File: src/rtl/regfile_param_if.sv
// Register-file access bundle: one write port, two read ports, error flag.
// The master side drives selects and write data; the slave is the register file.
interface regfile_param_if #(
  parameter int unsigned WIDTH = 16,
  parameter int unsigned REGS  = 8
);
  localparam int unsigned SEL_W = $clog2(REGS);

  logic             write;
  logic [SEL_W-1:0] writeregsel;
  logic [WIDTH-1:0] writedata;
  logic [SEL_W-1:0] read1regsel;
  logic [SEL_W-1:0] read2regsel;
  logic [WIDTH-1:0] read1data;
  logic [WIDTH-1:0] read2data;
  logic             err;

  modport master (
    output write, writeregsel, writedata, read1regsel, read2regsel,
    input  read1data, read2data, err
  );

  modport slave (
    input  write, writeregsel, writedata, read1regsel, read2regsel,
    output read1data, read2data, err
  );
endinterface

File: src/rtl/regfile_param.sv
// Parametrised register file: REGS x WIDTH flops, one synchronous write port,
// two combinational read ports, out-of-range access flag.
// Optional write-to-read bypass: define REGFILE_BYPASS_EN.
// WIDTH/REGS must match the parameters of the connected regfile_param_if.
module regfile_param #(
  parameter int unsigned WIDTH = 16,
  parameter int unsigned REGS  = 8
) (
  input  logic                 clk,
  input  logic                 rst,
  regfile_param_if.slave       bus
);
  localparam int unsigned        SEL_W = $clog2(REGS);
  localparam logic [SEL_W:0]     LIMIT = (SEL_W+1)'(REGS);

  logic [WIDTH-1:0] regs     [REGS];
  logic [WIDTH-1:0] regs_nxt [REGS];
  logic             wr_oor;
  logic             r1_oor;
  logic             r2_oor;
  logic             wr_en;
  logic [WIDTH-1:0] rd1;
  logic [WIDTH-1:0] rd2;
  logic             err_c;

  // Range decode of the three selects; a select beyond REGS-1 is illegal.
  always_comb begin
    wr_oor = ({1'b0, bus.writeregsel} >= LIMIT);
    r1_oor = ({1'b0, bus.read1regsel} >= LIMIT);
    r2_oor = ({1'b0, bus.read2regsel} >= LIMIT);
    wr_en  = bus.write & ~wr_oor;
  end

  // Per-register 2:1 select: load write data when addressed, else recirculate.
  always_comb begin
    for (int unsigned i = 0; i < REGS; i++) begin
      regs_nxt[i] = (wr_en && (bus.writeregsel == SEL_W'(i))) ? bus.writedata : regs[i];
    end
  end

  // Storage flops with asynchronous clear.
  always_ff @(posedge clk or negedge rst) begin
    if (!rst) begin
      for (int unsigned i = 0; i < REGS; i++) regs[i] <= '0;
    end else begin
      for (int unsigned i = 0; i < REGS; i++) regs[i] <= regs_nxt[i];
    end
  end

  // Read muxes; an unmatched (out-of-range) select leaves the port at zero.
  always_comb begin
    rd1 = '0;
    rd2 = '0;
    for (int unsigned i = 0; i < REGS; i++) begin
      if (bus.read1regsel == SEL_W'(i)) rd1 = regs[i];
      if (bus.read2regsel == SEL_W'(i)) rd2 = regs[i];
    end
`ifdef REGFILE_BYPASS_EN
    // Same-cycle forwarding of the pending write, gated off while in reset.
    if (rst && wr_en && (bus.read1regsel == bus.writeregsel)) rd1 = bus.writedata;
    if (rst && wr_en && (bus.read2regsel == bus.writeregsel)) rd2 = bus.writedata;
`endif
  end

  // Illegal-access flag; an unknown write enable outside reset is also flagged.
  always_comb begin
    err_c = (bus.write & wr_oor) | r1_oor | r2_oor;
`ifndef SYNTHESIS
    if (rst && $isunknown(bus.write)) err_c = 1'b1;
`endif
  end

  assign bus.read1data = rd1;
  assign bus.read2data = rd2;
  assign bus.err       = err_c;
endmodule

File: src/flat_wrapper.sv
// flat-port wrapper written by rule: the top's interface ports become plain ports
module regfile_param_flat 
#(
  parameter int unsigned WIDTH = 16,
  parameter int unsigned REGS  = 8
)
  (clk, rst, bus_write, bus_writeregsel, bus_writedata, bus_read1regsel, bus_read2regsel, bus_read1data, bus_read2data, bus_err);
  regfile_param_if #(.WIDTH(WIDTH), .REGS(REGS)) bus_i ();
  input  logic clk;
  input  logic rst;
  input wire logic [$bits(bus_i.write)-1:0] bus_write;
  input wire logic [$bits(bus_i.writeregsel)-1:0] bus_writeregsel;
  input wire logic [$bits(bus_i.writedata)-1:0] bus_writedata;
  input wire logic [$bits(bus_i.read1regsel)-1:0] bus_read1regsel;
  input wire logic [$bits(bus_i.read2regsel)-1:0] bus_read2regsel;
  output wire logic [$bits(bus_i.read1data)-1:0] bus_read1data;
  output wire logic [$bits(bus_i.read2data)-1:0] bus_read2data;
  output wire logic [$bits(bus_i.err)-1:0] bus_err;
  assign bus_i.write = bus_write;
  assign bus_i.writeregsel = bus_writeregsel;
  assign bus_i.writedata = bus_writedata;
  assign bus_i.read1regsel = bus_read1regsel;
  assign bus_i.read2regsel = bus_read2regsel;
  assign bus_read1data = bus_i.read1data;
  assign bus_read2data = bus_i.read2data;
  assign bus_err = bus_i.err;
  regfile_param #(.WIDTH(WIDTH), .REGS(REGS)) u_core (.clk(clk), .rst(rst), .bus(bus_i));
endmodule
File: config.mk
export PLATFORM = sky130hd
export DESIGN_NAME = regfile_param_flat
export DESIGN_NICKNAME = d
export VERILOG_FILES = /design/src/rtl/regfile_param_if.sv /design/src/rtl/regfile_param.sv /design/src/flat_wrapper.sv
export SDC_FILE = /design/constraint.sdc
export NUM_CORES = 1
export LEC_CHECK = 0
export ABC_AREA = 1
export BUFFER_PORTS_ARGS = -buffer_cell sky130_fd_sc_hd__buf_2
export CAP_MARGIN = 30
export CELL_PAD_IN_SITES_DETAIL_PLACEMENT = 1
export CELL_PAD_IN_SITES_GLOBAL_PLACEMENT = 1
export CORE_ASPECT_RATIO = 1.2
export CORE_MARGIN = 2
export CORE_UTILIZATION = 45
export DETAILED_ROUTE_END_ITERATION = 8
export PLACE_DENSITY_LB_ADDON = 0.25
export RECOVER_POWER = 100
export SYNTH_ARGS = -nofsm -noshare
export SYNTH_HDL_FRONTEND = slang
export SYNTH_SLANG_ARGS = --single-unit
File: constraint.sdc
create_clock -name clk -period 1 [get_ports clk]
set_input_delay 0 -clock clk [delete_from_list [all_inputs] [get_ports clk]]
set_output_delay 0 -clock clk [all_outputs]
set_load 0.1 [all_outputs]
==> report_table.html, run 1 <==
<table>
<tr><th>Metric</th><th>Value</th></tr>
<tr><th colspan="2">Run status</th></tr>
<tr><td>Result of the run</td><td>finished, violations left</td></tr>
<tr><td>Violated checks</td><td>negative setup slack</td></tr>
<tr><th colspan="2">Global routing</th></tr>
<tr><td>Vias in the first global route</td><td>8,130</td></tr>
<tr><td>Global Route Usage Sum</td><td>38.8%</td></tr>
<tr><td>Global-route congestion overflow total</td><td>0</td></tr>
<tr><td>Initial antenna violation count</td><td>1</td></tr>
<tr><td>Global-route wire length before repair</td><td>47,300 um</td></tr>
<tr><td>Pin count of the biggest net entering global routing</td><td>38</td></tr>
<tr><th colspan="2">Worst setup path</th></tr>
<tr><td>Critical Path Most Common Cell</td><td>sky130_fd_sc_hd__nand4_1</td></tr>
<tr><td>Cell breakdown of the critical path</td><td>nand4_1 &gt; nand4_1 &gt; nor2_2 &gt; nand4_1 &gt; buf_12</td></tr>
<tr><td>Crit-path max FO</td><td>3</td></tr>
<tr><td>Critical-path top delay cell</td><td>sky130_fd_sc_hd__dfrtp_1</td></tr>
<tr><td>Required time of the critical path</td><td>1.00 ns</td></tr>
<tr><td>Delay of the slowest cell on the worst path</td><td>0.45 ns</td></tr>
<tr><td>Setup crit end kind</td><td>output pin</td></tr>
<tr><td>Data arrival time of the critical path</td><td>1.85 ns</td></tr>
<tr><td>Crit start category</td><td>flip-flop</td></tr>
<tr><td>Crit path kind</td><td>reg -&gt; out</td></tr>
<tr><th colspan="2">Placed design</th></tr>
<tr><td>Placed wire-length estimate</td><td>17,800 um</td></tr>
<tr><td>Placed Cells</td><td>1,127</td></tr>
<tr><td>Post-Place Setup Slack</td><td>-0.364 ns</td></tr>
<tr><td>GPL Wtd Cong</td><td>0.944</td></tr>
<tr><td>Buffers added on ports</td><td>59</td></tr>
<tr><th colspan="2">Route</th></tr>
<tr><td>Routed length on met2</td><td>14,900 um</td></tr>
<tr><td>Highest Signal Layer</td><td>met4</td></tr>
<tr><td>Total Wirelength</td><td>30,300 um</td></tr>
<tr><td>Wire length on met1</td><td>11,400 um</td></tr>
<tr><td>Via total after detailed routing</td><td>7,849</td></tr>
<tr><td>Routed via count divided by cell count</td><td>6.61</td></tr>
<tr><td>Final ANT Viol Nets</td><td>0</td></tr>
<tr><td>Count of routing violations after the opening detailed-route iteration</td><td>926</td></tr>
<tr><td>Wire length per cell after detailed routing</td><td>25.5 um</td></tr>
<tr><td>Met3 wirelength from detailed routing</td><td>2490 um</td></tr>
<tr><td>Residual DRC count</td><td>0</td></tr>
<tr><td>Iteration count of the initial detailed-routing pass</td><td>7</td></tr>
<tr><th colspan="2">Timing</th></tr>
<tr><td>Number of pins exceeding their max-slew limit in the final report</td><td>0</td></tr>
<tr><td>Final Cycle Share</td><td>185%</td></tr>
<tr><td>Fin Clk Skew</td><td>0 ns</td></tr>
<tr><td>Time the worst path needs with I/O delays and setup</td><td>1.85 ns</td></tr>
<tr><td>Worst slew margin relative to its limit</td><td>53.1%</td></tr>
<tr><td>RSZ-0062 raised after global routing</td><td>yes</td></tr>
<tr><td>Final count of negative-setup-slack endpoints</td><td>32</td></tr>
<tr><td>Post-route worst hold slack</td><td>0.0246 ns</td></tr>
<tr><td>Worst-margin pin slew</td><td>0.704 ns</td></tr>
<tr><td>Crit path setup slack, layout</td><td>-0.849 ns</td></tr>
<tr><td>Fmax</td><td>541 MHz</td></tr>
<tr><td>Final hold violations</td><td>0</td></tr>
<tr><th colspan="2">Finish</th></tr>
<tr><td>Largest registers</td><td>u_core.regs (128)</td></tr>
<tr><td>Fill cells</td><td>1,790</td></tr>
<tr><td>Antenna cell count</td><td>0</td></tr>
<tr><td>P&amp;R area growth vs syn</td><td>34.1%</td></tr>
<tr><td>Count of placed standard cells in the final layout, fillers left out</td><td>1,188</td></tr>
<tr><td>Final net count</td><td>1,000</td></tr>
<tr><td>Final core utilization</td><td>61.3%</td></tr>
<tr><td>Fraction of layout cells with a size suffix above 1</td><td>21.6%</td></tr>
<tr><td>Reg with most FFs</td><td>u_core.regs</td></tr>
<tr><td>Number of flip-flops in the largest register</td><td>128</td></tr>
<tr><th colspan="2">Synth</th></tr>
<tr><td>Mean Syn Cell Area</td><td>7.85 sq um</td></tr>
<tr><td>Fraction of post-synthesis cell area in the top cell type by area</td><td>46.8%</td></tr>
<tr><td>Synthesized netlist cell count</td><td>871</td></tr>
<tr><td>Synth cell count leaders</td><td>215 x sky130_fd_sc_hd__nand2_1, 160 x sky130_fd_sc_hd__nand4_1, 128 x sky130_fd_sc_hd__dfrtp_1</td></tr>
<tr><td>Proportion of synthesized chip area in sequential cells</td><td>46.8%</td></tr>
<tr><td>Flop and latch count out of synthesis</td><td>128</td></tr>
<tr><td>Synth Cell Area</td><td>6840 sq um</td></tr>
<tr><td>Netlist cell types</td><td>21</td></tr>
<tr><td>Library cell with the highest instance count after synthesis</td><td>sky130_fd_sc_hd__nand2_1</td></tr>
<tr><td>Dominant cells by area after synthesis</td><td>sky130_fd_sc_hd__dfrtp_1 47%, sky130_fd_sc_hd__nand4_1 15%, sky130_fd_sc_hd__nand2_1 12%</td></tr>
<tr><td>Post-Syn Nets</td><td>899</td></tr>
<tr><td>Top cell type by total area after synthesis</td><td>sky130_fd_sc_hd__dfrtp_1</td></tr>
<tr><td>Most frequently used flop master after synthesis</td><td>sky130_fd_sc_hd__dfrtp_1</td></tr>
<tr><td>Warning count from the yosys run</td><td>0</td></tr>
<tr><td>Number of enable flip-flop cells after synthesis</td><td>0</td></tr>
<tr><td>Share of flip-flops with an asynchronous set or reset</td><td>100%</td></tr>
<tr><th colspan="2">Power</th></tr>
<tr><td>Overall power after layout</td><td>20.3 mW</td></tr>
<tr><td>Switching Fraction</td><td>39.1%</td></tr>
<tr><td>Clock power share</td><td>32.0%</td></tr>
<tr><td>Switching power of the nets</td><td>7.93 mW</td></tr>
<tr><td>Part of the total power dissipated in combinational logic</td><td>32.7%</td></tr>
<tr><td>IR drop worst, VDD</td><td>1.52 mV</td></tr>
<tr><td>Seq pwr share</td><td>35.3%</td></tr>
<tr><td>Power per cell area</td><td>2210 nW/um^2</td></tr>
<tr><td>Internal cell power</td><td>12.4 mW</td></tr>
<tr><td>Leakage power figure</td><td>4.10 nW</td></tr>
<tr><th colspan="2">Floorplan</th></tr>
<tr><td>Boundary pin count</td><td>61</td></tr>
<tr><td>Floorplan die width</td><td>117 um</td></tr>
<tr><td>Die area</td><td>16,200 sq um</td></tr>
<tr><td># rows</td><td>49</td></tr>
<tr><td>Initial standard-cell utilization of the core</td><td>45.7%</td></tr>
<tr><td>Core area</td><td>15,000 sq um</td></tr>
<tr><td>Die span in y</td><td>139 um</td></tr>
<tr><th colspan="2">Clocking</th></tr>
<tr><td>H-tree depth reported by CTS</td><td>4</td></tr>
<tr><td>Worst-case clock buffer depth</td><td>2</td></tr>
<tr><td>CTS tree</td><td>built</td></tr>
<tr><td>Clock tree sinks</td><td>128</td></tr>
<tr><td>CTS clock-pin slew for the worst setup and hold paths</td><td>0.06 ns</td></tr>
<tr><td>Master cell of the clock root buffer</td><td>sky130_fd_sc_hd__clkbuf_16</td></tr>
<tr><td>Total clock buffers created by CTS</td><td>17</td></tr>
<tr><td>Clock latency at the later pin of the worst-skew pair</td><td>0.43 ns</td></tr>
<tr><th colspan="2">Worst hold path</th></tr>
<tr><td>Min-Delay Path Class</td><td>in -&gt; reg</td></tr>
<tr><th colspan="2">Flow run</th></tr>
<tr><td>Max Cap Violations</td><td>0</td></tr>
</table>
worst max-delay path, delay by kind of cell, from the launching register on:
kind	cells	cell delay [ns]
and+or+nand+nor	4	0.75
DFF	1	0.45
buffers and inverters	1	0.22
cells in the final DEF (no fill, tap or decap), drive strengths merged:
cell type / Yosys / routed
bufinv: 0 / 3
nand3: 33 / 33
nand4: 160 / 160
o21ai: 112 / 112
a21oi: 16 / 16
dlygate4sd3: 0 / 13
clkinv: 0 / 7
clkbuf: 28 / 32
clkinvlp: 0 / 2
buf: 41 / 124
dfrtp: 128 / 128
nor3: 7 / 7
conb: 1 / 1
nor2: 86 / 86
inv: 42 / 43
nand2: 217 / 217
cell type report:
cell class                      count  area [sq um]  share of cell area (%)
Timing Repair Buffer              151          1760                    19.2
Sequential cell                   128          3200                    34.9
Inverter                           42           170                    1.85
Clock inverter                     13           164                    1.79
Tap cell                          204           255                    2.78
Multi-Input combinational cell    632          3180                    34.7
Clock buffer                       18           439                    4.79
layer usage:
layer  vias up  global-route usage (%)
li1       3225                       -
met1      3913                    48.8
met2       546                    62.1
met3       165                    9.62
met4         0                    19.1
met5         -                       0
power groups by stage:
stage / Combinational [mW] / Sequential [mW] / Clock (mW)
finish: 6.63 / 7.16 / 6.50
global route: 6.94 / 7.21 / 6.72
global placement: 5.90 / 7.02 / 0
detailed placement: 6.11 / 7.10 / 0
CTS: 6.48 / 7.06 / 6.47
floorplan: 3.84 / 6.80 / 0
stage by stage:
step	area (sq um)	setup TNS, ns
CTS	9150	-21.15
global placement	8260	-8.59
global route	9170	-23.57
finish	9170	-22.20
floorplan	6870	-16.35
detailed placement	8260	-9.95
repair_timing:
item,in CTS,in global routing
endpoints found under the setup margin,32,32
hold buffers,13,0
gates resized for setup,20,11
gates cloned,0,0
setup buffers,14,3
hold endpoints to repair,175,0
pin swaps,57,38
kinds of logic after synthesis:
group                  count (synthesis)  synth area share (%)
and+or+nand+nor                      503                  35.8
DFF                                  128                  46.8
AOI/OAI and AO/OA                    128                  9.37
buffers and inverters                111                  7.99
other                                  1                0.0548
worst paths after layout:
| path | start | endpoint | slack (ns) | cells after the start |
|---|---|---|---|---|
| setup / recovery | u_core.regs[106] | bus_read2data[10] | -0.85 | 5 |
| hold / removal | bus_writedata[11] | u_core.regs[91] | 0.02 | 3 |
| setup reg to reg | u_core.regs[69] | u_core.regs[69] | 0 | 3 |
| hold reg to reg | u_core.regs[62] | u_core.regs[62] | 0.49 | 2 |
| max in group asynchronous | rst | u_core.regs[122] | 0.13 | 3 |
| min in group asynchronous | rst | u_core.regs[112] | 0.15 | 2 |
Power figures use the tool's default switching activity.
==> run 2, diff against run 1 <==
--- a/config.mk
+++ b/config.mk
@@ -13,6 +13,7 @@
 export CORE_ASPECT_RATIO = 1.2
 export CORE_MARGIN = 2
 export CORE_UTILIZATION = 45
+export CTS_BUF_LIST = sky130_fd_sc_hd__clkbuf_16
 export DETAILED_ROUTE_END_ITERATION = 8
 export PLACE_DENSITY_LB_ADDON = 0.25
 export RECOVER_POWER = 100
==> report_table.html, run 2 (synthesized netlist as in run 1, its figures left out) <==
<table>
<tr><th>Metric</th><th>Value</th></tr>
<tr><th colspan="2">Floorplan</th></tr>
<tr><td>Die span in y</td><td>139 um</td></tr>
<tr><td>Boundary pin count</td><td>61</td></tr>
<tr><td># rows</td><td>49</td></tr>
<tr><td>Floorplan die width</td><td>117 um</td></tr>
<tr><td>Die area</td><td>16,200 sq um</td></tr>
<tr><td>Initial standard-cell utilization of the core</td><td>45.7%</td></tr>
<tr><td>Core area</td><td>15,000 sq um</td></tr>
<tr><th colspan="2">Power</th></tr>
<tr><td>Overall power after layout</td><td>20.3 mW</td></tr>
<tr><td>IR drop worst, VDD</td><td>1.53 mV</td></tr>
<tr><td>Power per cell area</td><td>2220 nW/um^2</td></tr>
<tr><td>Leakage power figure</td><td>4.09 nW</td></tr>
<tr><th colspan="2">Timing</th></tr>
<tr><td>Final hold violations</td><td>1</td></tr>
<tr><td>Number of pins exceeding their max-slew limit in the final report</td><td>0</td></tr>
<tr><td>Worst-margin pin slew</td><td>0.725 ns</td></tr>
<tr><td>Time the worst path needs with I/O delays and setup</td><td>1.85 ns</td></tr>
<tr><td>Final Cycle Share</td><td>185%</td></tr>
<tr><td>Worst slew margin relative to its limit</td><td>51.7%</td></tr>
<tr><td>Fin Clk Skew</td><td>0 ns</td></tr>
<tr><td>Crit path setup slack, layout</td><td>-0.848 ns</td></tr>
<tr><td>Final count of negative-setup-slack endpoints</td><td>32</td></tr>
<tr><td>Post-route worst hold slack</td><td>-0.0103 ns</td></tr>
<tr><td>Fmax</td><td>541 MHz</td></tr>
<tr><td>RSZ-0062 raised after global routing</td><td>yes</td></tr>
<tr><th colspan="2">Finish</th></tr>
<tr><td>Fraction of layout cells with a size suffix above 1</td><td>21.6%</td></tr>
<tr><td>Leading cell type in the layout, fill and taps excluded</td><td>sky130_fd_sc_hd__nand2_1</td></tr>
<tr><td>Number of flip-flops in the largest register</td><td>128</td></tr>
<tr><td>Reg with most FFs</td><td>u_core.regs</td></tr>
<tr><td>Antenna cell count</td><td>0</td></tr>
<tr><td>P&amp;R area growth vs syn</td><td>33.7%</td></tr>
<tr><td>Final net count</td><td>1,000</td></tr>
<tr><td>Largest registers</td><td>u_core.regs (128)</td></tr>
<tr><td>Most frequent cells in the layout</td><td>215 x sky130_fd_sc_hd__nand2_1, 160 x sky130_fd_sc_hd__nand4_1, 128 x sky130_fd_sc_hd__dfrtp_1</td></tr>
<tr><th colspan="2">Route</th></tr>
<tr><td>Routed via count divided by cell count</td><td>6.70</td></tr>
<tr><td>Count of routing violations after the opening detailed-route iteration</td><td>993</td></tr>
<tr><td>Residual DRC count</td><td>0</td></tr>
<tr><td>Iteration count of the initial detailed-routing pass</td><td>5</td></tr>
<tr><td>Final ANT Viol Nets</td><td>0</td></tr>
<tr><td>Wire length per cell after detailed routing</td><td>26.6 um</td></tr>
<tr><td>Via total after detailed routing</td><td>7,963</td></tr>
<tr><td>Total Wirelength</td><td>31,600 um</td></tr>
<tr><th colspan="2">Global routing</th></tr>
<tr><td>Global-route track usage on met3</td><td>9.40%</td></tr>
<tr><td>Pin count of the biggest net entering global routing</td><td>38</td></tr>
<tr><td>Global-route congestion overflow total</td><td>0</td></tr>
<tr><td>GRT busiest layer</td><td>met2</td></tr>
<tr><td>Met2 Track Usage GR</td><td>59.7%</td></tr>
<tr><td>Global Route Usage Sum</td><td>38.3%</td></tr>
<tr><td>Global-route wire length before repair</td><td>47,000 um</td></tr>
<tr><td>Vias in the first global route</td><td>8,327</td></tr>
<tr><td>Initial antenna violation count</td><td>0</td></tr>
<tr><td>Routing usage on met1</td><td>48.7%</td></tr>
<tr><th colspan="2">Clocking</th></tr>
<tr><td>Master cell of the clock root buffer</td><td>sky130_fd_sc_hd__clkbuf_16</td></tr>
<tr><td>H-tree depth reported by CTS</td><td>4</td></tr>
<tr><td>Clock latency at the later pin of the worst-skew pair</td><td>0.44 ns</td></tr>
<tr><td>CTS clock-pin slew for the worst setup and hold paths</td><td>0.07 ns</td></tr>
<tr><td>Total clock buffers created by CTS</td><td>17</td></tr>
<tr><td>Clock tree sinks</td><td>128</td></tr>
<tr><td>Worst-case clock buffer depth</td><td>2</td></tr>
<tr><td>CTS tree</td><td>built</td></tr>
<tr><th colspan="2">Worst setup path</th></tr>
<tr><td>Delay of the slowest cell on the worst path</td><td>0.42 ns</td></tr>
<tr><td>Critical-path top delay cell</td><td>sky130_fd_sc_hd__dfrtp_1</td></tr>
<tr><td>RR Endpoint</td><td>u_core.regs[109]</td></tr>
<tr><td>Required time of the critical path</td><td>1.00 ns</td></tr>
<tr><td>Crit start category</td><td>flip-flop</td></tr>
<tr><td>Setup crit end kind</td><td>output pin</td></tr>
<tr><td>Minimum setup slack among reg-to-reg paths</td><td>0.06 ns</td></tr>
<tr><td>Depth of the most critical reg-to-reg path</td><td>2</td></tr>
<tr><td>Worst reg2reg startpoint</td><td>u_core.regs[109]</td></tr>
<tr><td>Cell breakdown of the critical path</td><td>nand4_1 &gt; nand4_1 &gt; nor2_2 &gt; nand4_1 &gt; buf_12</td></tr>
<tr><td>Crit-path max FO</td><td>3</td></tr>
<tr><td>Data arrival time of the critical path</td><td>1.85 ns</td></tr>
<tr><td>Origin of the worst setup path</td><td>u_core.regs[74]</td></tr>
<tr><td>Critical Path Most Common Cell</td><td>sky130_fd_sc_hd__nand4_1</td></tr>
<tr><td>Crit path kind</td><td>reg -&gt; out</td></tr>
<tr><td>Worst setup path end</td><td>bus_read2data[10]</td></tr>
<tr><th colspan="2">Flow run</th></tr>
<tr><td>Max Cap Violations</td><td>0</td></tr>
<tr><th colspan="2">Placed design</th></tr>
<tr><td>Buffers added on ports</td><td>59</td></tr>
<tr><td>GPL Wtd Cong</td><td>0.944</td></tr>
<tr><td>Post-Place Setup Slack</td><td>-0.364 ns</td></tr>
<tr><td>Placed wire-length estimate</td><td>17,800 um</td></tr>
<tr><th colspan="2">Worst hold path</th></tr>
<tr><td>Min-Delay Path Class</td><td>in -&gt; reg</td></tr>
<tr><th colspan="2">Run status</th></tr>
<tr><td>Result of the run</td><td>finished, violations left</td></tr>
<tr><td>Violated checks</td><td>negative hold slack, negative setup slack</td></tr>
</table>
run 2: changes by cell type in the layout (fill, tap and decap cells not counted):
cell / previous run / this run
sky130_fd_sc_hd__buf_12: 52 / 51
sky130_fd_sc_hd__buf_2: 24 / 26
sky130_fd_sc_hd__buf_4: 45 / 46
sky130_fd_sc_hd__clkbuf_1: 2 / 1
sky130_fd_sc_hd__clkbuf_8: 1 / 0
sky130_fd_sc_hd__clkinv_1: 0 / 1
sky130_fd_sc_hd__dlygate4sd3_1: 13 / 12
sky130_fd_sc_hd__nand3_1: 30 / 29
sky130_fd_sc_hd__nand3_2: 3 / 4
sky130_fd_sc_hd__nor2_1: 58 / 60
sky130_fd_sc_hd__nor2_2: 24 / 23
sky130_fd_sc_hd__nor2_4: 3 / 2
run 2: timing repair:
action / CTS / global route
buffers inserted: 12 / 6
resized for setup: 19 / 10
pin swaps: 57 / 39
endpoints found under the setup margin: 32 / 32
hold buffers: 12 / 0
endpoints found under the hold margin: 167 / 0
run 2: report_power, final:
part / switching, mW / internal [mW] / leakage [nW]
combinational: 4.46 / 2.22 / 2.21
clock: 2.54 / 3.90 / 0.286
sequential: 1.02 / 6.17 / 1.59
total: 8.02 / 12.3 / 4.09
run 2: through the flow:
stage	area (sq um)	TNS, ns	utilization, %	cells
finish	9140	-22.89	61.1	1188
global route	9140	-24.10	61.1	1188
CTS	9110	-21.11	60.9	1182
detailed placement	8260	-9.95	55.2	1127
global placement	8260	-8.59	55.2	1127
floorplan	6870	-16.35	-	871
run 2: cell type report:
type,count,area [sq um]
Clock buffer,17,425
Clock inverter,14,168
Fill cell,1805,5820
Tap cell,204,255
Multi-Input combinational cell,632,3180
Sequential cell,128,3200
Timing Repair Buffer,151,1750
Inverter,42,170
run 2: worst max-delay path: cells and delay by family (launching register included):
| family | cells | cell delay (ns) |
|---|---|---|
| flip-flops | 1 | 0.42 |
| buffers and inverters | 1 | 0.22 |
| AND/OR/NAND/NOR | 4 | 0.77 |
run 2: worst min-delay path by stage:
stage                                 from                to  slack [ns]  depth (start not counted)
after floorplan                        rst    u_core.regs[0]       -0.30                          0
after global placement                 rst  u_core.regs[112]       -0.06                          1
after detailed placement               rst   u_core.regs[96]       -0.05                          1
after CTS                 bus_writedata[6]  u_core.regs[102]       0.003                          3
after global routing      bus_writedata[6]    u_core.regs[6]        0.03                          3
final                     bus_writedata[6]    u_core.regs[6]       -0.01                          3
run 2: metal layers:
metal  vias up  part of all wire, %
met5         -                    0
met4         0                  6.4
met3       205                  9.4
met2       591                   47
met1      3943                   37
li1       3224                    -
